`src/rtl/pwm_seq_pkg.sv`:
```
// pwm_seq_pkg: shared widths and state encoding for the duty-level sequencer
package pwm_seq_pkg;
  localparam int LEVEL_W = 4;
  localparam int TIMER_W = 8;
  typedef enum logic [1:0] {HOME, IDLE, PULSE, GAP} state_t;
endpackage

```
`src/rtl/pwm_seq_timer.sv`:
```
// pwm_seq_timer: loadable down-counter that holds at zero and flags done there
module pwm_seq_timer
  import pwm_seq_pkg::*;
(
  input  logic               clk,
  input  logic               reset,
  input  logic               load,
  input  logic [TIMER_W-1:0] load_val,
  output logic               done
);
  logic [TIMER_W-1:0] cnt;
  always_ff @(posedge clk or posedge reset)
    if (reset) cnt <= '0;
    else cnt <= load ? load_val : (done ? cnt : cnt - 1'b1);
  assign done = cnt == '0;
endmodule

```
`src/rtl/pwm_seq.sv`:
```
// pwm_seq: steps the PWM duty to a requested level with spaced inc/dec pulses; define PWM_SEQ_HOME_EN to home to level 0 after reset
module pwm_seq
  import pwm_seq_pkg::*;
#(
  parameter int MAX_LEVEL  = 10,
  parameter int INIT_LEVEL = 5,
  parameter int PULSE_W    = 2,
  parameter int GAP_W      = 4
) (
  input  logic               clk,
  input  logic               reset,
  input  logic [LEVEL_W-1:0] tgt_level,
  input  logic               tgt_valid,
  output logic               tgt_ready,
  output logic               inc_o,
  output logic               dec_o,
  output logic [LEVEL_W-1:0] level,
  output logic               busy
);
  localparam logic [LEVEL_W-1:0] MAX_L = LEVEL_W'(MAX_LEVEL);
  localparam logic [TIMER_W-1:0] PULSE_LD = TIMER_W'(PULSE_W - 1);
  localparam logic [TIMER_W-1:0] GAP_LD = TIMER_W'(GAP_W - 1);
`ifdef PWM_SEQ_HOME_EN
  localparam state_t RST_STATE = HOME;
  localparam logic [LEVEL_W-1:0] RST_LEVEL = '0;
`else
  localparam state_t RST_STATE = IDLE;
  localparam logic [LEVEL_W-1:0] RST_LEVEL = LEVEL_W'(INIT_LEVEL);
`endif
  state_t state, state_n;
  logic [LEVEL_W-1:0] target, target_n, level_n, sat;
  logic dir, dir_n, load, done, homing;
  logic [TIMER_W-1:0] load_val;
  pwm_seq_timer u_timer (
    .clk(clk), .reset(reset), .load(load), .load_val(load_val), .done(done)
  );
`ifdef PWM_SEQ_HOME_EN
  logic [LEVEL_W-1:0] home_left, home_n;
  always_comb home_n = state == HOME ? MAX_L :
                       (state == PULSE && done && homing) ? home_left - 1'b1 : home_left;
  always_ff @(posedge clk or posedge reset)
    if (reset) home_left <= '0;
    else home_left <= home_n;
  assign homing = home_left != '0;
`else
  assign homing = 1'b0;
`endif
  assign sat = tgt_level > MAX_L ? MAX_L : tgt_level;
  assign tgt_ready = state == IDLE;
  assign busy = state != IDLE;
  always_comb begin
    state_n  = state;
    dir_n    = dir;
    level_n  = level;
    target_n = target;
    load     = 1'b0;
    load_val = PULSE_LD;
    case (state)
      HOME: begin
        state_n = PULSE;
        dir_n   = 1'b0;
        load    = 1'b1;
      end
      IDLE: if (tgt_valid) begin
        target_n = sat;
        if (sat != level) begin
          state_n = PULSE;
          dir_n   = sat > level;
          load    = 1'b1;
        end
      end
      PULSE: if (done) begin
        level_n  = dir ? (level < MAX_L ? level + 1'b1 : level) : (level != '0 ? level - 1'b1 : level);
        state_n  = GAP;
        load     = 1'b1;
        load_val = GAP_LD;
      end
      GAP: if (done) begin
        state_n = (homing || level != target) ? PULSE : IDLE;
        dir_n   = homing ? 1'b0 : target > level;
        load    = state_n == PULSE;
      end
      default: state_n = RST_STATE;
    endcase
  end
  always_ff @(posedge clk or posedge reset)
    if (reset) begin
      state  <= RST_STATE;
      level  <= RST_LEVEL;
      target <= RST_LEVEL;
      dir    <= 1'b0;
      inc_o  <= 1'b0;
      dec_o  <= 1'b0;
    end else begin
      state  <= state_n;
      level  <= level_n;
      target <= target_n;
      dir    <= dir_n;
      inc_o  <= state_n == PULSE && dir_n;
      dec_o  <= state_n == PULSE && !dir_n;
    end
endmodule

```
`config.mk`:
```
export PLATFORM = sky130hd
export DESIGN_NAME = pwm_seq
export DESIGN_NICKNAME = d
export VERILOG_FILES = /design/src/rtl/pwm_seq_pkg.sv /design/src/rtl/pwm_seq_timer.sv /design/src/rtl/pwm_seq.sv
export SDC_FILE = /design/constraint.sdc
export NUM_CORES = 1
export LEC_CHECK = 0
export ABC_AREA = 1
export CAP_MARGIN = 20
export CORE_MARGIN = 4
export CORE_UTILIZATION = 56
export DETAILED_ROUTE_END_ITERATION = 8
export GPL_TIMING_DRIVEN = 0
export PLACE_DENSITY = 0.87
export SETUP_SLACK_MARGIN = 0.2
export SYNTH_ARGS = -nofsm -noshare
export SYNTH_HDL_FRONTEND = slang
export SYNTH_SLANG_ARGS = --single-unit
```
`constraint.sdc`:
```
create_clock -name clk -period 1.9 [get_ports clk]
set_input_delay 0.285 -clock clk [delete_from_list [all_inputs] [get_ports clk]]
set_output_delay 0.285 -clock clk [all_outputs]
set_load 0.005 [all_outputs]
```
==> impl_metrics.json, run 1 <==
{
  "leakage_uw": 0.000950,
  "setup-tns-final_ns": 0,
  "yosysSeqAreaShare": 0.371,
  "port-buffer-count": 14,
  "synthArstFlopShare": 1.00,
  "route.final.wire_length_um": 3560,
  "power-per-cell-area_mw_per_mm2": 1340,
  "cts.root.buffer_cell": "sky130_fd_sc_hd__clkbuf_4",
  "placementRows": 18,
  "worst-path-max-fanout": 4,
  "design.die.area_mm2": 0.00344,
  "maximum_capacitance_violations": 0,
  "clock_sink_count": 21,
  "drive_gt1_frac": 0.304,
  "multi_input_comb_area_um2": 936,
  "number_of_synthesized_flops_with_an_enable_pin": 0,
  "yosys_register_bits": 21,
  "synth_top_cells_by_count": "sky130_fd_sc_hd__nand2_1, sky130_fd_sc_hd__inv_1, sky130_fd_sc_hd__nor2_1",
  "ctsLongestPathBuffers": 2,
  "gp_routability_congestion": 0.857,
  "rsz0062_at_grt": "yes",
  "synth.most_common_cell": "sky130_fd_sc_hd__nand2_1",
  "tritoncts.num_buffers": 3,
  "synth.lib_cells_used.distinct": 28,
  "grt_overflow": 0,
  "timing_worst_setup_path_type": "flop to flop",
  "power.ir.vdd_worst_mv": 1.05,
  "insertedDiodeCount": 0,
  "track_usage": 0.229,
  "drtAntennaViolNets": 0,
  "area.sequential_um2": 533,
  "die-width_um": 58.6,
  "report.power.total_uw": 2480,
  "post_dp_cell_area_mm2": 0.00163,
  "detailedRoute.firstPassIterationCount": 5,
  "finish.instance_area_mm2": 0.00186,
  "synth_area_leaders": "sky130_fd_sc_hd__dfrtp_1, sky130_fd_sc_hd__ha_1, sky130_fd_sc_hd__nand2_1, sky130_fd_sc_hd__dfstp_2, sky130_fd_sc_hd__inv_1",
  "timing.critical_path.arrival_ns": 1.98,
  "routedWlPerCell_um": 15.0,
  "first_pass_grt_wire_length_um": 6060,
  "postSynthNetCount": 198,
  "cts.reportedPaths.clkPinSlew_ns": 0.13,
  "fin_nets": 228,
  "dr.first_iter.drc_count": 62,
  "gate_count_after_technology_mapping": 178,
  "grt_pass1_vias": 1400,
  "core_area_mm2": 0.00245,
  "worst_setup_path_start_kind": "flop",
  "clock_tree_from_tritoncts": "built",
  "route.detailed.drc": 0,
  "final_min_period_over_clock_period": 0.906,
  "syn_to_final_growth_pct": 29.4,
  "end_kind": "flop",
  "grt_start_max_net_pins": 22,
  "finalSetupViolations": 0,
  "worst-endpoint-required_ns": 2.16,
  "die_y_um": 58.6,
  "boundaryPins": 15,
  "dominantRegCellSynth": "sky130_fd_sc_hd__dfrtp_1",
  "synthesis.yosys.warnings": 0,
  "fillers": 150,
  "hold_violations": 0,
  "slew_headroom": 0.467,
  "grt_antenna_before_repair": 0,
  "route.detailed.vias_per_inst": 5.59,
  "netlist.top_cell.by_area": "sky130_fd_sc_hd__dfrtp_1",
  "netlist.area_leader.share": 0.279,
  "mappedNetlistArea_mm2": 0.00144,
  "min_path_type": "primary input to flop",
  "slew_worst_pin_ns": 0.799,
  "htreeDepth": 1,
  "worst_clock_skew_ns": 0.00474,
  "final_max_slew_viol_count": 0,
  "floorplan.initialDensity": 0.585,
  "synth.avg_cell_area_um2": 8.06,
  "detailroute.via_count": 1326,
  "fmax_mhz": 581,
  "dpl.hpwl_um": 2370,
  "run_status": "finished, final reports clean",
  "layout_min_cycle_time_ns": 1.72,
  "clock_latency_ns": 0.32
}
==> critical path: stages (launching register included) <==
cell and delay, ns:
sky130_fd_sc_hd__dfstp_2 0.57, sky130_fd_sc_hd__inv_2 0.06, sky130_fd_sc_hd__ha_4 0.27, sky130_fd_sc_hd__nand2_4 0.05
sky130_fd_sc_hd__nor2_4 0.12, sky130_fd_sc_hd__nor2_2 0.08, sky130_fd_sc_hd__nor2_4 0.13, sky130_fd_sc_hd__buf_4 0.13
sky130_fd_sc_hd__nand4_1 0.11, sky130_fd_sc_hd__a21oi_2 0.15
==> through the flow <==
| step | cells | hold slack, ns | utilization | worst slack (ns) |
|---|---|---|---|---|
| floorplan | 178 | 0.258 | - | 0.184 |
| global placement | 222 | 0.463 | 0.665 | -0.468 |
| detailed placement | 222 | 0.476 | 0.665 | -0.543 |
| CTS | 237 | 0.247 | 0.729 | 0.137 |
| global route | 237 | 0.259 | 0.756 | 0.0991 |
| finish | 237 | 0.237 | 0.756 | 0.178 |
==> sequential cells by signal, summed over array words and instances, names as in the netlist <==
register / cells
dec_o: 1
state: 2
level: 4
inc_o: 1
dir: 1
u_timer.cnt: 8
target: 4
==> cell type report <==
| type | count | share of cell area |
|---|---|---|
| inverter | 28 | 0.0566 |
| buffer | 1 | 0.00202 |
| multi-input combinational | 128 | 0.504 |
| timing repair buffer | 25 | 0.115 |
| tap | 30 | 0.0202 |
| clock buffer | 3 | 0.0121 |
| clock inverter | 1 | 0.00270 |
| sequential | 21 | 0.287 |
==> report_power, final <==
part	leakage [µW]	internal [µW]	switching, µW
Sequential	0.000243	633	145
Clock	0.0000177	78.9	149
Combinational	0.000690	660	819
Total	0.000950	1370	1110
==> metal layers <==
| layer | GRT usage | part of all wire |
|---|---|---|
| met1 | 0.268 | 0.41 |
| met2 | 0.405 | 0.51 |
| met3 | 0.0351 | 0.052 |
| met4 | 0.113 | 0.021 |
| met5 | 0 | 0 |
==> final timing paths <==
kind                         startpoint             end  slack (ns)  depth (start not counted)
max in group asynchronous         reset        level[1]        0.95                          2
min reg2reg                   target[0]       target[0]        0.50                          2
max reg2reg                    level[2]  u_timer.cnt[1]        0.18                          9
min in group asynchronous         reset  u_timer.cnt[3]        0.40                          2
max                            level[2]  u_timer.cnt[1]        0.18                          9
min                        tgt_level[0]       target[0]        0.24                          3
==> kinds of logic after synthesis <==
kind of cell,share of synthesized area
compound gates,0.0636
xor+xnor,0.0427
fa+ha+maj,0.119
buf+inv,0.0758
flops,0.371
simple gates,0.329
==> cell usage in the layout (no fill, tap or decap), types with 3 or more instances in the layout <==
master                            instances
sky130_fd_sc_hd__a21oi_1                  5
sky130_fd_sc_hd__a21oi_2                  3
sky130_fd_sc_hd__buf_4                   11
sky130_fd_sc_hd__clkbuf_4                 3
sky130_fd_sc_hd__clkdlybuf4s50_1          6
sky130_fd_sc_hd__dfrtp_1                 15
sky130_fd_sc_hd__dfstp_2                  5
sky130_fd_sc_hd__dlygate4sd2_1            3
sky130_fd_sc_hd__ha_1                     8
sky130_fd_sc_hd__ha_4                     4
sky130_fd_sc_hd__inv_1                   21
sky130_fd_sc_hd__inv_2                    7
sky130_fd_sc_hd__nand2_1                 36
sky130_fd_sc_hd__nand2_2                  4
sky130_fd_sc_hd__nand3_1                  5
sky130_fd_sc_hd__nand3_4                  3
sky130_fd_sc_hd__nand4_1                  4
sky130_fd_sc_hd__nor2_1                  19
sky130_fd_sc_hd__nor2_2                   3
sky130_fd_sc_hd__nor2_4                   4
sky130_fd_sc_hd__nor3b_2                  4
sky130_fd_sc_hd__o21ai_0                  5
sky130_fd_sc_hd__xor2_1                   5
==> timing repair <==
item	4_1_cts	5_1_grt
buffers inserted	11	0
hold buffers	0	0
gates cloned	0	0
resized for setup	28	13
endpoints found under the setup margin	16	13
pin swaps	10	8
Power figures use the tool's default switching activity.
==> run 2: changes to the inputs <==
--- a/config.mk
+++ b/config.mk
@@ -10,7 +10,6 @@
 export CORE_MARGIN = 4
 export CORE_UTILIZATION = 56
 export DETAILED_ROUTE_END_ITERATION = 8
-export GPL_TIMING_DRIVEN = 0
 export PLACE_DENSITY = 0.87
 export SETUP_SLACK_MARGIN = 0.2
 export SYNTH_ARGS = -nofsm -noshare
==> run 2 against run 1 <==
  * Die area is the same
  * Count of clock-buffer cells in the layout is the same
  * Non-clock buffer count is the same
  * Cell count is the same
  * Sequential power grew 0.9%
  * Flip-flop and latch count is the same
  * Critical endpoint unchanged
  * Highest routed layer unchanged
==> impl_metrics.json, run 2 (synthesis results as in run 1) <==
{
  "run_status": "finished, final reports clean",
  "drive_gt1_frac": 0.314,
  "timing_worst_setup_path_type": "primary input to flop",
  "combPwrFrac": 0.597,
  "cts.reportedPaths.clkPinSlew_ns": 0.12,
  "dpl.hpwl_um": 2430,
  "layout_top_registers": "u_timer.cnt x8, level x4, target x4",
  "finalSetupViolations": 0,
  "htreeDepth": 1,
  "route.detailed.drc": 0,
  "leakage_uw": 0.000941,
  "critical-path-top-cell-by-count": "sky130_fd_sc_hd__nor2_4",
  "fmax_mhz": 553,
  "rsz0062_at_grt": "yes",
  "timing.critical_path.arrival_ns": 2.06,
  "fin_nets": 228,
  "die-width_um": 58.6,
  "hold_violations": 0,
  "port-buffer-count": 14,
  "track_usage": 0.217,
  "clock_tree_from_tritoncts": "built",
  "fillers": 126,
  "cpPeakStageDelay_ns": 0.27,
  "worst-path-max-fanout": 3,
  "power_report.internal_total_uw": 1350,
  "floorplan.initialDensity": 0.585,
  "slew_worst_pin_ns": 0.326,
  "power.ir.vdd_worst_mv": 1.21,
  "layout_min_cycle_time_ns": 1.81,
  "design.die.area_mm2": 0.00344,
  "setup-tns-final_ns": 0,
  "worst_setup_path_start_kind": "primary input",
  "share_clk_of_total_power": 0.089,
  "switching_share": 0.463,
  "crit_chain": "clkdlybuf4s15_2 > nand2_4 > inv_2 > o21ai_2 > inv_1 > nor2_2 > inv_2 > ha_4 > nand2_2 > nor2_4 > nor2_4 > nor2_4 > buf_4 > nand4_1 > a21oi_2",
  "grt_antenna_before_repair": 0,
  "placement.setup.worst_slack_ns": -0.562,
  "gp_routability_congestion": 0.849,
  "registers.top_by_ff_count": "u_timer.cnt",
  "cts.root.buffer_cell": "sky130_fd_sc_hd__clkbuf_4",
  "mostFrequentLayoutCell": "sky130_fd_sc_hd__nand2_1",
  "slew_headroom": 0.782,
  "grt_overflow": 0,
  "largest_register_ffs": 8,
  "switchingPower_uw": 1160,
  "p_seq_frac": 0.313,
  "detailroute.via_count": 1444,
  "min_path_type": "primary input to asynchronous set/reset pin",
  "maximum_capacitance_violations": 0,
  "worst-endpoint-required_ns": 2.15,
  "power-per-cell-area_mw_per_mm2": 1340,
  "drtAntennaViolNets": 0,
  "worst_clock_skew_ns": 0.00585,
  "tritoncts.num_buffers": 3,
  "most-common-layout-cells": "sky130_fd_sc_hd__nand2_1, sky130_fd_sc_hd__inv_1, sky130_fd_sc_hd__nor2_1",
  "clock_latency_ns": 0.32,
  "cpMaxStageDelayCell": "sky130_fd_sc_hd__ha_4",
  "core_area_mm2": 0.00245,
  "routedWlPerCell_um": 17.6,
  "placementRows": 18,
  "postLayoutCoreUtil": 0.760,
  "route.detailed.vias_per_inst": 6.09,
  "dr.first_iter.drc_count": 99,
  "timing.final.ws_setup_ns": 0.0914,
  "cts_hold_buf": 0,
  "grt_pass1_vias": 1349,
  "die_y_um": 58.6,
  "grt_start_max_net_pins": 22,
  "boundaryPins": 15,
  "detailedRoute.firstPassIterationCount": 5,
  "insertedDiodeCount": 0,
  "report.power.total_uw": 2510,
  "final_max_slew_viol_count": 0,
  "final_min_period_over_clock_period": 0.952,
  "end_kind": "flop",
  "syn_to_final_growth_pct": 30.0,
  "clock_sink_count": 21,
  "route.final.wire_length_um": 4180,
  "ctsLongestPathBuffers": 2,
  "first_pass_grt_wire_length_um": 5710
}
==> run 2: changes by cell type in the layout (fill, tap and decap cells not counted), sizes merged <==
| cell | before | now |
|---|---|---|
| dlymetal6s2s | 2 | 1 |
| dlygate4sd2 | 3 | 5 |
| clkbuf | 4 | 3 |
==> run 2: critical path: cells and delay by family <==
family | cells | cell delay (ns)
fa+ha+maj | 1 | 0.27
buf+inv | 5 | 0.53
simple gates | 7 | 0.71
compound gates | 2 | 0.26
==> run 2: metal layers <==
layer  global-route usage  part of all wire  up-vias  wire [µm]
met1                0.243              0.39      679       1630
met3               0.0395             0.077       33        324
met2                0.399              0.48       99       2010
met5                    0                 0        -          0
met4               0.0939             0.053        0        220
li1                     -                 -      633          -
==> run 2: what timing repair did <==
item,in CTS,in global routing
setup endpoints to repair,17,14
resized for setup,18,24
pin swaps,8,11
setup buffers,4,2
==> run 2: path summary, 6_finish.rpt <==
path                       slack (ns)    startpoint              to  depth (start not counted)
setup / recovery                 0.09  tgt_level[0]  u_timer.cnt[1]                         15
max in group asynchronous        1.33         reset        state[0]                          3
hold reg to reg                  0.48     target[2]       target[2]                          2
min in group clk                 0.35  tgt_level[0]       target[0]                          3
setup reg to reg                 0.11      level[2]  u_timer.cnt[1]                          9
hold / removal                   0.29         reset        level[3]                          3
==> run 2: layout make-up <==
cell class              instances  area (µm²)  share of cell area
clock inverters                 1        5.00             0.00268
repair buffers                 26         223               0.119
multi-input cells             128         940               0.504
clock buffers                   3        22.5              0.0121
inverters                      28         105              0.0563
flip-flops and latches         21         533               0.286
well taps                      30        37.5              0.0201
==> run 2: metrics by stage <==
stage	hold slack [ns]	cells	instance area (µm²)
after floorplan	0.258	178	1450
after global placement	0.461	227	1670
after detailed placement	0.460	227	1670
after CTS	0.294	235	1740
after global routing	0.317	237	1870
final	0.292	237	1870
==> run 2: power groups by stage <==
stage          Combinational [µW]  Sequential, µW  Clock [µW]
6_report                     1500             785         224
2_1_floorplan                 792             788           0
3_5_place_dp                 1140             813           0
5_1_grt                      1630             804         254
4_1_cts                      1230             777         229
3_3_place_gp                 1070             795           0
